==> config.mk <==
export PLATFORM = sky130hd
export DESIGN_NAME = fetch_prefetch_queue_flat
export DESIGN_NICKNAME = d
export VERILOG_FILES = /design/src/rtl/fetch_prefetch_queue_if.sv /design/src/rtl/fetch_prefetch_queue.sv /design/src/flat_wrapper.sv
export SDC_FILE = /design/constraint.sdc
export NUM_CORES = 1
export LEC_CHECK = 0
export CAP_MARGIN = 20
export CORE_MARGIN = 5
export CORE_UTILIZATION = 57
export DETAILED_ROUTE_END_ITERATION = 16
export PLACE_DENSITY_LB_ADDON = 0.15
export REMOVE_ABC_BUFFERS = 1
export SLEW_MARGIN = 20
export SYNTH_ARGS = -nofsm -noshare
export SYNTH_HDL_FRONTEND = slang
export SYNTH_SLANG_ARGS = --single-unit
==> constraint.sdc <==
create_clock -name clk -period 3.7 [get_ports clk]
set_clock_uncertainty 0.05 [all_clocks]
set_input_delay 0.37 -clock clk [delete_from_list [all_inputs] [get_ports clk]]
set_output_delay 0.37 -clock clk [all_outputs]
set_load 0.03 [all_outputs]
==> src/rtl/fetch_prefetch_queue_if.sv <==
// Fetch-stage bus bundle: instruction-memory request/response, branch redirect and decode handoff.
// master = fetch unit side, slave = memory/decode/branch environment side.
interface fetch_prefetch_queue_if;
   logic        imem_req_valid;
   logic        imem_req_ready;
   logic [31:0] imem_req_addr;
   logic        imem_resp_valid;
   logic [31:0] imem_resp_data;
   logic        redirect_valid;
   logic [31:0] redirect_pc;
   logic        dec_valid;
   logic        dec_ready;
   logic [31:0] dec_instr;
   logic [31:0] dec_pc;

   modport master (
      output imem_req_valid, imem_req_addr, dec_valid, dec_instr, dec_pc,
      input  imem_req_ready, imem_resp_valid, imem_resp_data, redirect_valid, redirect_pc, dec_ready
   );
   modport slave (
      input  imem_req_valid, imem_req_addr, dec_valid, dec_instr, dec_pc,
      output imem_req_ready, imem_resp_valid, imem_resp_data, redirect_valid, redirect_pc, dec_ready
   );
endinterface

==> src/rtl/fetch_prefetch_queue.sv <==
// Sequential-PC instruction prefetcher with credit-limited issue, pc-tag queue and decode FIFO.
// Define FETCH_PERF_EN to add perf_fetched/perf_dropped event counters.
module fetch_prefetch_queue #(
   parameter int          DEPTH    = 4,
   parameter logic [31:0] RESET_PC = 32'h0000_0000
) (
   input  logic                   clk,
   input  logic                   rst,
   fetch_prefetch_queue_if.master bus
`ifdef FETCH_PERF_EN
   ,
   output logic [31:0]            perf_fetched,
   output logic [31:0]            perf_dropped
`endif
);
   localparam int AW = $clog2(DEPTH);
   localparam int CW = AW + 1;
   localparam logic [CW:0] DEPTH_S = (CW+1)'(DEPTH);
   localparam logic [0:0] S_FETCH = 1'b0;
   localparam logic [0:0] S_FLUSH = 1'b1;

   typedef struct packed {
      logic [31:0] pc;
      logic [31:0] instr;
   } entry_t;

   logic [0:0]    state, state_nxt;
   logic [31:0]   fetch_pc;
   logic [CW-1:0] inflight, inflight_nxt, count;
   logic [31:0]   tag_q [DEPTH];
   logic [AW-1:0] tag_wp, tag_rp;
   entry_t        fifo_q [DEPTH];
   logic [AW-1:0] f_wp, f_rp;
   logic [CW:0]   credit_sum;
   logic          req_fire, resp_keep, resp_drop, push, pop;

   // Credit covers both words still in memory and words already buffered.
   assign credit_sum         = {1'b0, inflight} + {1'b0, count};
   assign bus.imem_req_valid = !rst && (state == S_FETCH) && (credit_sum < DEPTH_S) && !bus.redirect_valid;
   assign bus.imem_req_addr  = fetch_pc;

   assign req_fire  = bus.imem_req_valid && bus.imem_req_ready;
   assign resp_keep = bus.imem_resp_valid && (state == S_FETCH) && !bus.redirect_valid;
   assign resp_drop = bus.imem_resp_valid && !resp_keep;
   assign push      = resp_keep;
   assign pop       = bus.dec_valid && bus.dec_ready;

   assign bus.dec_valid = (count != '0);
   assign bus.dec_instr = bus.dec_valid ? fifo_q[f_rp].instr : 32'h0;
   assign bus.dec_pc    = bus.dec_valid ? fifo_q[f_rp].pc    : 32'h0;

   // Every response retires one outstanding request, whether kept or dropped.
   assign inflight_nxt = inflight + CW'(req_fire) - CW'(bus.imem_resp_valid);

   always_comb begin
      state_nxt = S_FETCH;
      if (bus.redirect_valid || state == S_FLUSH)
         state_nxt = (inflight_nxt != '0) ? S_FLUSH : S_FETCH;
   end

   always_ff @(posedge clk or posedge rst) begin
      if (rst) begin
         state    <= S_FETCH;
         fetch_pc <= RESET_PC;
         inflight <= '0;
         count    <= '0;
         tag_wp   <= '0;
         tag_rp   <= '0;
         f_wp     <= '0;
         f_rp     <= '0;
      end else begin
         state    <= state_nxt;
         inflight <= inflight_nxt;
         if (bus.redirect_valid) begin
            fetch_pc <= {bus.redirect_pc[31:2], 2'b00};
            count    <= '0;
            tag_wp   <= '0;
            tag_rp   <= '0;
            f_wp     <= '0;
            f_rp     <= '0;
         end else begin
            if (req_fire) begin
               fetch_pc <= fetch_pc + 32'd4;
               tag_wp   <= tag_wp + AW'(1);
            end
            if (resp_keep) tag_rp <= tag_rp + AW'(1);
            if (push)      f_wp   <= f_wp + AW'(1);
            if (pop)       f_rp   <= f_rp + AW'(1);
            count <= count + CW'(push) - CW'(pop);
         end
      end
   end

   // Storage needs no reset: occupancy is tracked by the pointers and count.
   always_ff @(posedge clk) begin
      if (req_fire) tag_q[tag_wp] <= fetch_pc;
      if (push)     fifo_q[f_wp]  <= '{pc: tag_q[tag_rp], instr: bus.imem_resp_data};
   end

`ifdef FETCH_PERF_EN
   logic [31:0] flushed;
   // Entries still buffered at a redirect are lost, except one consumed by decode that cycle.
   assign flushed = bus.redirect_valid ? (32'(count) - 32'(pop)) : 32'h0;

   always_ff @(posedge clk or posedge rst) begin
      if (rst) begin
         perf_fetched <= '0;
         perf_dropped <= '0;
      end else begin
         perf_fetched <= perf_fetched + 32'(push);
         perf_dropped <= perf_dropped + 32'(resp_drop) + flushed;
      end
   end
`endif
endmodule
==> src/flat_wrapper.sv <==
// flat-port wrapper written by rule: the top's interface ports become plain ports
module fetch_prefetch_queue_flat 
#(
   parameter int          DEPTH    = 4,
   parameter logic [31:0] RESET_PC = 32'h0000_0000
)
  (clk, rst, bus_imem_req_valid, bus_imem_req_addr, bus_dec_valid, bus_dec_instr, bus_dec_pc, bus_imem_req_ready, bus_imem_resp_valid, bus_imem_resp_data, bus_redirect_valid, bus_redirect_pc, bus_dec_ready);
  fetch_prefetch_queue_if bus_i ();
  input  logic clk;
  input  logic rst;
  output wire logic [$bits(bus_i.imem_req_valid)-1:0] bus_imem_req_valid;
  output wire logic [$bits(bus_i.imem_req_addr)-1:0] bus_imem_req_addr;
  output wire logic [$bits(bus_i.dec_valid)-1:0] bus_dec_valid;
  output wire logic [$bits(bus_i.dec_instr)-1:0] bus_dec_instr;
  output wire logic [$bits(bus_i.dec_pc)-1:0] bus_dec_pc;
  input wire logic [$bits(bus_i.imem_req_ready)-1:0] bus_imem_req_ready;
  input wire logic [$bits(bus_i.imem_resp_valid)-1:0] bus_imem_resp_valid;
  input wire logic [$bits(bus_i.imem_resp_data)-1:0] bus_imem_resp_data;
  input wire logic [$bits(bus_i.redirect_valid)-1:0] bus_redirect_valid;
  input wire logic [$bits(bus_i.redirect_pc)-1:0] bus_redirect_pc;
  input wire logic [$bits(bus_i.dec_ready)-1:0] bus_dec_ready;
  assign bus_imem_req_valid = bus_i.imem_req_valid;
  assign bus_imem_req_addr = bus_i.imem_req_addr;
  assign bus_dec_valid = bus_i.dec_valid;
  assign bus_dec_instr = bus_i.dec_instr;
  assign bus_dec_pc = bus_i.dec_pc;
  assign bus_i.imem_req_ready = bus_imem_req_ready;
  assign bus_i.imem_resp_valid = bus_imem_resp_valid;
  assign bus_i.imem_resp_data = bus_imem_resp_data;
  assign bus_i.redirect_valid = bus_redirect_valid;
  assign bus_i.redirect_pc = bus_redirect_pc;
  assign bus_i.dec_ready = bus_dec_ready;
  fetch_prefetch_queue #(.DEPTH(DEPTH), .RESET_PC(RESET_PC)) u_core (.clk(clk), .rst(rst), .bus(bus_i));
endmodule
==> metrics.md, run 1 <==
| Metric | Value |
|---|---|
| Status | `complete, no violations` |
| Nets | `around 1100` |
| Setup_tns | `0 ns` |
| Sequential share of the synthesized area | `roughly three quarters` |
| Core area | `0.0285 mm²` |
| Hold Crit Class | `in -> async` |
| Area contributors post-synth | `edfxtp_1 67%, mux4_2 13%, dfrtp_1 6.9%` |
| Post-synth top area cell | `edfxtp_1` |
| Post-CTS resize count | `0` |
| Min cycle time layout | `3.38 ns` |
| Hold bufs inserted after CTS | `0` |
| Root Driver | `clkbuf_16` |
| Cell Pwr Density | `661 mW/mm²` |
| Share of flip-flops with an asynchronous set or reset | `10.9%` |
| Critical path arrival | `2.96 ns` |
| CTS tree | `yes` |
| Setup WS pre-CTS | `0.739 ns` |
| Maximum vdd drop | `roughly 0.00043 V` |
| Flop pwr share | `42.3%` |
| Reg-to-reg startpoint | `u_core.count[2]` |
| Number of distinct library cells after synthesis | `50` |
| Final setup violation count | `0` |
| Mapped Cells | `~860` |
| Switch share | `28.6%` |
| R2R Setup Slk | `slightly below 0.9 ns` |
| Boundary pin count | `168` |
| Die H | `180 µm` |
| R2R Path End | `u_core.state` |
| Clock-pin slew on the worst setup and hold paths | `0.06 ns` |
| Drt via density | `5.76` |
| Yosys warning count | `0` |
| CP max stage cell | `dfrtp_4` |
| FILL cells | `1905` |
| Layout cells sized above 1 | `18.8%` |
| Final std cells w/o fill | `1466` |
| DRT Pass-1 Iters | `5` |
| First-pass GRT wire length | `52.6 mm` |
| Top FF cell, synth | `edfxtp_1` |
| DIE WIDTH | `180 µm` |
| Via count | `8440` |
| Largest net degree at the start of global routing | `64` |
| Tcrit/Tclk final | `around 91%` |
| Commonest non-fill, non-tap cell in the layout | `edfxtp_1` |
| Cells along the critical path | `buf_4, mux4_2, and2_1, clkdlybuf4s50_1` |
| Starting Density | `57.5%` |
| Pleak | `6.60 nW` |
| RD Place Congestion | `0.799` |
| Reg2Reg Depth | `9` |
| Area of the multi-input gates | `0.00400 mm²` |
| HPWL after DPL | `20.3 mm` |
| Clk buf depth | `3` |
| GRT Util Overall | `20.8%` |
| Post-DP Area | `0.0186 mm²` |
| Die ar. | `0.0323 mm²` |
| TritonCTS sink count | `a little over 400` |
| Max Slew Vio Count | `0` |
| Worst slew margin | `between 40% and 50%` |
| Most frequent cells in the layout | `368 x edfxtp_1, 160 x clkdlybuf4s50_1, 92 x mux4_2` |
| Number of synthesized register bits | `413` |
| Wirelength per Cell | `22.4 µm` |
| Final hold vios | `0` |
| Worst-skew pair later-pin latency | `0.52 ns` |
| Max-Cap Viols | `0` |
| Type of the worst setup path | `reg -> out` |
| Sw power | `3.78 mW` |
| WL final | `32.8 mm` |
| Int Pwr | `9.43 mW` |
| Slew of the pin with the lowest slew margin | `0.832 ns` |
| First DRT Iteration DRCs | `about 600` |
| RSZ-0062 raised after global routing | `false` |
| Postcts setup bufs | `0` |
| Setup crit end kind | `primary output` |
| Port bufs | `161` |
| Post-route DRC violation count | `0` |
| Comb power frac | `26.6%` |
| Initial antenna violation count | `0` |
| Crit path max fanout | `22` |
| Row cnt | `62` |
| Worst path max stage delay | `0.76 ns` |
| Post-synthesis cell area | `0.0164 mm²` |
| H-Tree Depth | `2` |
| Final std cell area, no fill | `0.0200 mm²` |
| Crit start category | `flop` |
| Layout area overhead | `21.8%` |
| Post-Place Cells | `1388` |
| Num CTS Buffers | `between 40 and 50` |
| Clk pwr share | `between 30% and 40%` |
| Total grt overflow | `0` |
| Vias in the first global route | `between 9000 and 10000` |
| Fmax | `0.296 GHz` |
| N_diodes | `0` |
| Antenna-violating nets left | `0` |
| Synthesized area per cell | `approximately 19 µm²` |
| FF/Latch Area | `0.0122 mm²` |
| Critical Path RT | `3.28 ns` |
| Area share of the largest cell type after synthesis | `67.4%` |
| Post-synth EDFFs | `368` |
| Final setup margin | `0.320 ns` |
-- worst max path at each step --
stage,start,endpoint,slack (ns),cells past startpoint
floorplan,u_core.f_rp[0],bus_dec_instr[0],-0.16,2
global placement,rst,u_core.state,0.77,9
detailed placement,rst,u_core.state,0.74,9
CTS,u_core.f_rp[0],bus_dec_pc[29],0.27,4
global route,u_core.f_rp[0],bus_dec_pc[29],0.16,4
finish,u_core.f_rp[0],bus_dec_pc[29],0.32,4
-- worst max-delay path, delay by kind of cell, from the launching register on --
family / cells / cell delay (ns)
muxes: 1 / 0.54
buffers and inverters: 2 / 0.93
DFF: 1 / 0.76
and+or+nand+nor: 1 / 0.17
-- state kept, by name, summed over array words and instances, names as in the netlist --
| signal | flops |
|---|---|
| u_core.bus.imem_req_addr | 30 |
| u_core.count | 3 |
| u_core.f_rp | 2 |
| u_core.f_wp | 2 |
| u_core.fifo_q | 248 |
| u_core.inflight | 3 |
| u_core.state | 1 |
| u_core.tag_q | 120 |
| u_core.tag_rp | 2 |
| u_core.tag_wp | 2 |
-- area by class of cell --
class / instances / area share, %
sequential: 413 / 61.0
timing repair buffer: 191 / 9.48
multi-input combinational: 385 / 20.0
inverter: 15 / 0.282
clock inverter: 16 / 0.783
clock buffer: 62 / 6.06
tap: 384 / 2.40
-- stage by stage --
stage	hold slack, ns	power [mW]	util, %
3_3_place_gp	0.484	9.21	65.2
2_1_floorplan	0.386	7.81	-
4_1_cts	0.314	13.4	70.0
5_1_grt	0.338	13.8	70.0
6_report	0.291	13.2	70.0
3_5_place_dp	0.489	9.26	65.2
-- power by group through the flow --
stage | Sequential [mW] | Clock (mW) | Combinational, mW
2_1_floorplan | 5.77 | 0 | 2.04
3_5_place_dp | 5.68 | 0 | 3.58
6_report | 5.58 | 4.11 | 3.51
3_3_place_gp | 5.67 | 0 | 3.54
5_1_grt | 5.62 | 4.42 | 3.77
4_1_cts | 5.59 | 4.18 | 3.58
-- cells by family after synthesis --
kind of cell	synth area share (%)
other cells	0.0229
compound gates	2.18
flops	74.2
simple gates	6.83
buf+inv	1.62
xor+xnor	0.854
mux	12.9
fa+ha+maj	1.39
-- synth_stat cells (all sizes together) (4+ instances only) --
| cell type | n |
|---|---|
| nor2 | 21 |
| and3 | 8 |
| nor3 | 4 |
| clkbuf | 23 |
| o21ai | 23 |
| mux4 | 92 |
| nand4 | 12 |
| a31oi | 8 |
| inv | 15 |
| nand3 | 21 |
| dfrtp | 45 |
| a21oi | 5 |
| o211ai | 5 |
| or3 | 4 |
| xnor2 | 11 |
| edfxtp | 368 |
| nor4 | 6 |
| nand2 | 35 |
| xor2 | 5 |
| and2 | 70 |
| nor2b | 7 |
| ha | 15 |
| buf | 23 |
-- routing by layer --
layer	up-vias	share of wire, %	track usage [%]
met2	265	51	35.2
met4	0	2.3	5.12
met5	-	0	0
li1	3792	-	-
met1	4332	42	28.5
met3	51	5.2	3.86
(Power assumes the default switching activity.)
==> run 2: changes to the inputs <==
--- a/config.mk
+++ b/config.mk
@@ -10,6 +10,7 @@
 export CORE_UTILIZATION = 57
 export DETAILED_ROUTE_END_ITERATION = 16
 export PLACE_DENSITY_LB_ADDON = 0.15
+export RECOVER_POWER = 100
 export REMOVE_ABC_BUFFERS = 1
 export SLEW_MARGIN = 20
 export SYNTH_ARGS = -nofsm -noshare
==> constraint.sdc (replaced) <==
create_clock -name clk -period 3.3 [get_ports clk]
set_clock_uncertainty 0.05 [all_clocks]
set_input_delay 0.33 -clock clk [delete_from_list [all_inputs] [get_ports clk]]
set_output_delay 0.33 -clock clk [all_outputs]
set_load 0.03 [all_outputs]
==> run 2 against run 1 <==
The flow now finishes with violations (max-capacitance violations, max-slew violations). Combinational power is 12% higher. Total power is 9.1% higher. Final cell count is 0.61% higher. Wire length is 1.2% lower. Via count is 0.52% higher. Critical path depth stayed put. Utilization is 0.18 points lower. Register-to-register slack worse by 0.63 ns. Hold slack better by 0.014 ns. Count of clock-buffer cells in the layout is 3 lower. Final area is 0.25% lower. Largest cell class unchanged.
==> metrics.md, run 2 (same netlist as run 1, synthesis figures left out) <==
| Metric | Value |
|---|---|
| Nets | `around 1100` |
| Status | `finished with violations` |
| N_diodes | `0` |
| Critical Path RT | `2.92 ns` |
| First DRT Iteration DRCs | `between 600 and 700` |
| Hold Path Depth | `3` |
| Die ar. | `~0.032 mm²` |
| Most frequent cells in the layout | `368 x edfxtp_1, 110 x dlygate4sd3_1, 92 x mux4_2` |
| Reg-to-reg startpoint | `u_core.state` |
| Commonest non-fill, non-tap cell in the layout | `edfxtp_1` |
| RSZ-0062 raised after global routing | `false` |
| Antenna-violating nets left | `0` |
| Slew of the pin with the lowest slew margin | `1.58 ns` |
| CTS tree | `yes` |
| Layout area overhead | `21.5%` |
| Total grt overflow | `0` |
| Final std cell area, no fill | `~0.02 mm²` |
| RD Place Congestion | `approximately 0.79` |
| Core area | `between 0.02 and 0.03 mm²` |
| Starting Density | `between 50% and 60%` |
| Setup crit end kind | `primary output` |
| First-pass GRT wire length | `51.3 mm` |
| FILL cells | `1882` |
| Final hold vios | `0` |
| Initial antenna violation count | `0` |
| Root Driver | `clkbuf_16` |
| Worst-skew pair later-pin latency | `0.53 ns` |
| R2R Path End | `u_core.fifo_q[2][1]` |
| Port bufs | `roughly 160` |
| Vias in the first global route | `approximately 8900` |
| Hold EP | `u_core.bus.imem_req_addr[16]` |
| Post-Place Cells | `1394` |
| Critical path arrival | `roughly 2.8 ns` |
| Hold bufs inserted after CTS | `0` |
| Max Slew Vio Count | `24` |
| Max reg flops | `248` |
| Worst slew margin | `-5.44%` |
| Max-Cap Viols | `1` |
| Largest register by flop count | `u_core.fifo_q` |
| Post-route DRC violation count | `0` |
| Boundary pin count | `around 170` |
| Reg2Reg Depth | `3` |
| Via count | `8484` |
| Worst Hold Launch | `bus_redirect_pc[16]` |
| Tcrit/Tclk final | `96.1%` |
| WL final | `32.4 mm` |
| Post-DP Area | `roughly 0.019 mm²` |
| Post-CTS resize count | `0` |
| Type of the worst setup path | `reg -> out` |
| DRT Pass-1 Iters | `5` |
| Crit path max fanout | `20` |
| Final setup violation count | `0` |
| Layout cells sized above 1 | `17.3%` |
| H-Tree Depth | `2` |
| Die H | `180 µm` |
| Clock-pin slew on the worst setup and hold paths | `~0.060 ns` |
| Wirelength per Cell | `21.9 µm` |
| HPWL after DPL | `slightly above 20 mm` |
| Setup_tns | `0 ns` |
| Final std cells w/o fill | `1475` |
| Clk buf depth | `3` |
| Hold Crit Class | `in -> reg` |
| R2R Setup Slk | `0.24 ns` |
| Min cycle time layout | `3.17 ns` |
| Pleak | `6.71 nW` |
| Drt via density | `5.75` |
| Row cnt | `between 60 and 70` |
| Fin util | `approximately 70%` |
| Num CTS Buffers | `between 40 and 50` |
| Crit start category | `flop` |
| Maximum vdd drop | `~0.00038 V` |
| TritonCTS sink count | `around 410` |
| Largest net degree at the start of global routing | `56` |
| DIE WIDTH | `~180 µm` |
| Fmax | `0.315 GHz` |
| Failing checks | `max-capacitance violations, max-slew violations` |
| GRT Util Overall | `between 20% and 30%` |
| Cell Pwr Density | `between 700 and 800 mW/mm²` |
## run 2: cell type report
type	instances	area, µm²	area share, %
flip-flops and latches	413	12200	61.1
multi-input cells	385	3980	20.0
repair buffers	203	1990	9.97
clock buffers	59	1140	5.74
well taps	384	480	2.41
clock inverters	16	105	0.527
inverters	15	56.3	0.283
## run 2: how the worst max path moves through the flow
stage	startpoint	end	depth (start not counted)
after floorplan	u_core.f_rp[0]	bus_dec_instr[0]	2
after global placement	u_core.f_rp[0]	bus_dec_pc[2]	4
after detailed placement	u_core.f_rp[0]	bus_dec_pc[30]	4
after CTS	u_core.f_rp[0]	bus_dec_pc[2]	4
after global routing	u_core.f_rp[1]	bus_dec_instr[8]	4
final	u_core.f_rp[1]	bus_dec_instr[29]	4
## run 2: metal layers
| layer | track usage, % | share of wire, % | up-vias |
|---|---|---|---|
| met4 | 5.64 | 2.3 | 0 |
| met2 | 33.3 | 51 | 290 |
| met3 | 3.44 | 5.6 | 54 |
| met1 | 28.3 | 41 | 4321 |
| met5 | 0 | 0 | - |
| li1 | - | - | 3819 |
## run 2: critical path: stages (launching register included)
cell	delay, ns
dfrtp_2	0.85
buf_12	0.25
mux4_2	0.31
and2_1	0.17
dlygate4sd3_1	0.68
## run 2: repair_timing
action,4_1_cts,5_1_grt
endpoints found under the setup margin,0,3
setup buffers,0,6
endpoints found under the hold margin,0,0
## run 2: power by group
| part | leakage (nW) | total, mW | internal, mW | switching [mW] |
|---|---|---|---|---|
| combinational | 2.23 | 3.92 | 1.78 | 2.14 |
| sequential | 3.87 | 6.19 | 5.96 | 0.235 |
| clock | 0.610 | 4.29 | 2.49 | 1.80 |
| total | 6.71 | 14.4 | 10.2 | 4.18 |
## run 2: through the flow
step / hold WS [ns] / worst slack (ns) / power (mW)
after global placement: 0.493 / 0.602 / 10.4
final: 0.304 / 0.129 / 14.4
after CTS: 0.189 / 0.0230 / 14.7
after detailed placement: 0.505 / 0.577 / 10.4
after floorplan: 0.346 / -0.516 / 8.75
after global routing: 0.300 / 0.0618 / 15.1
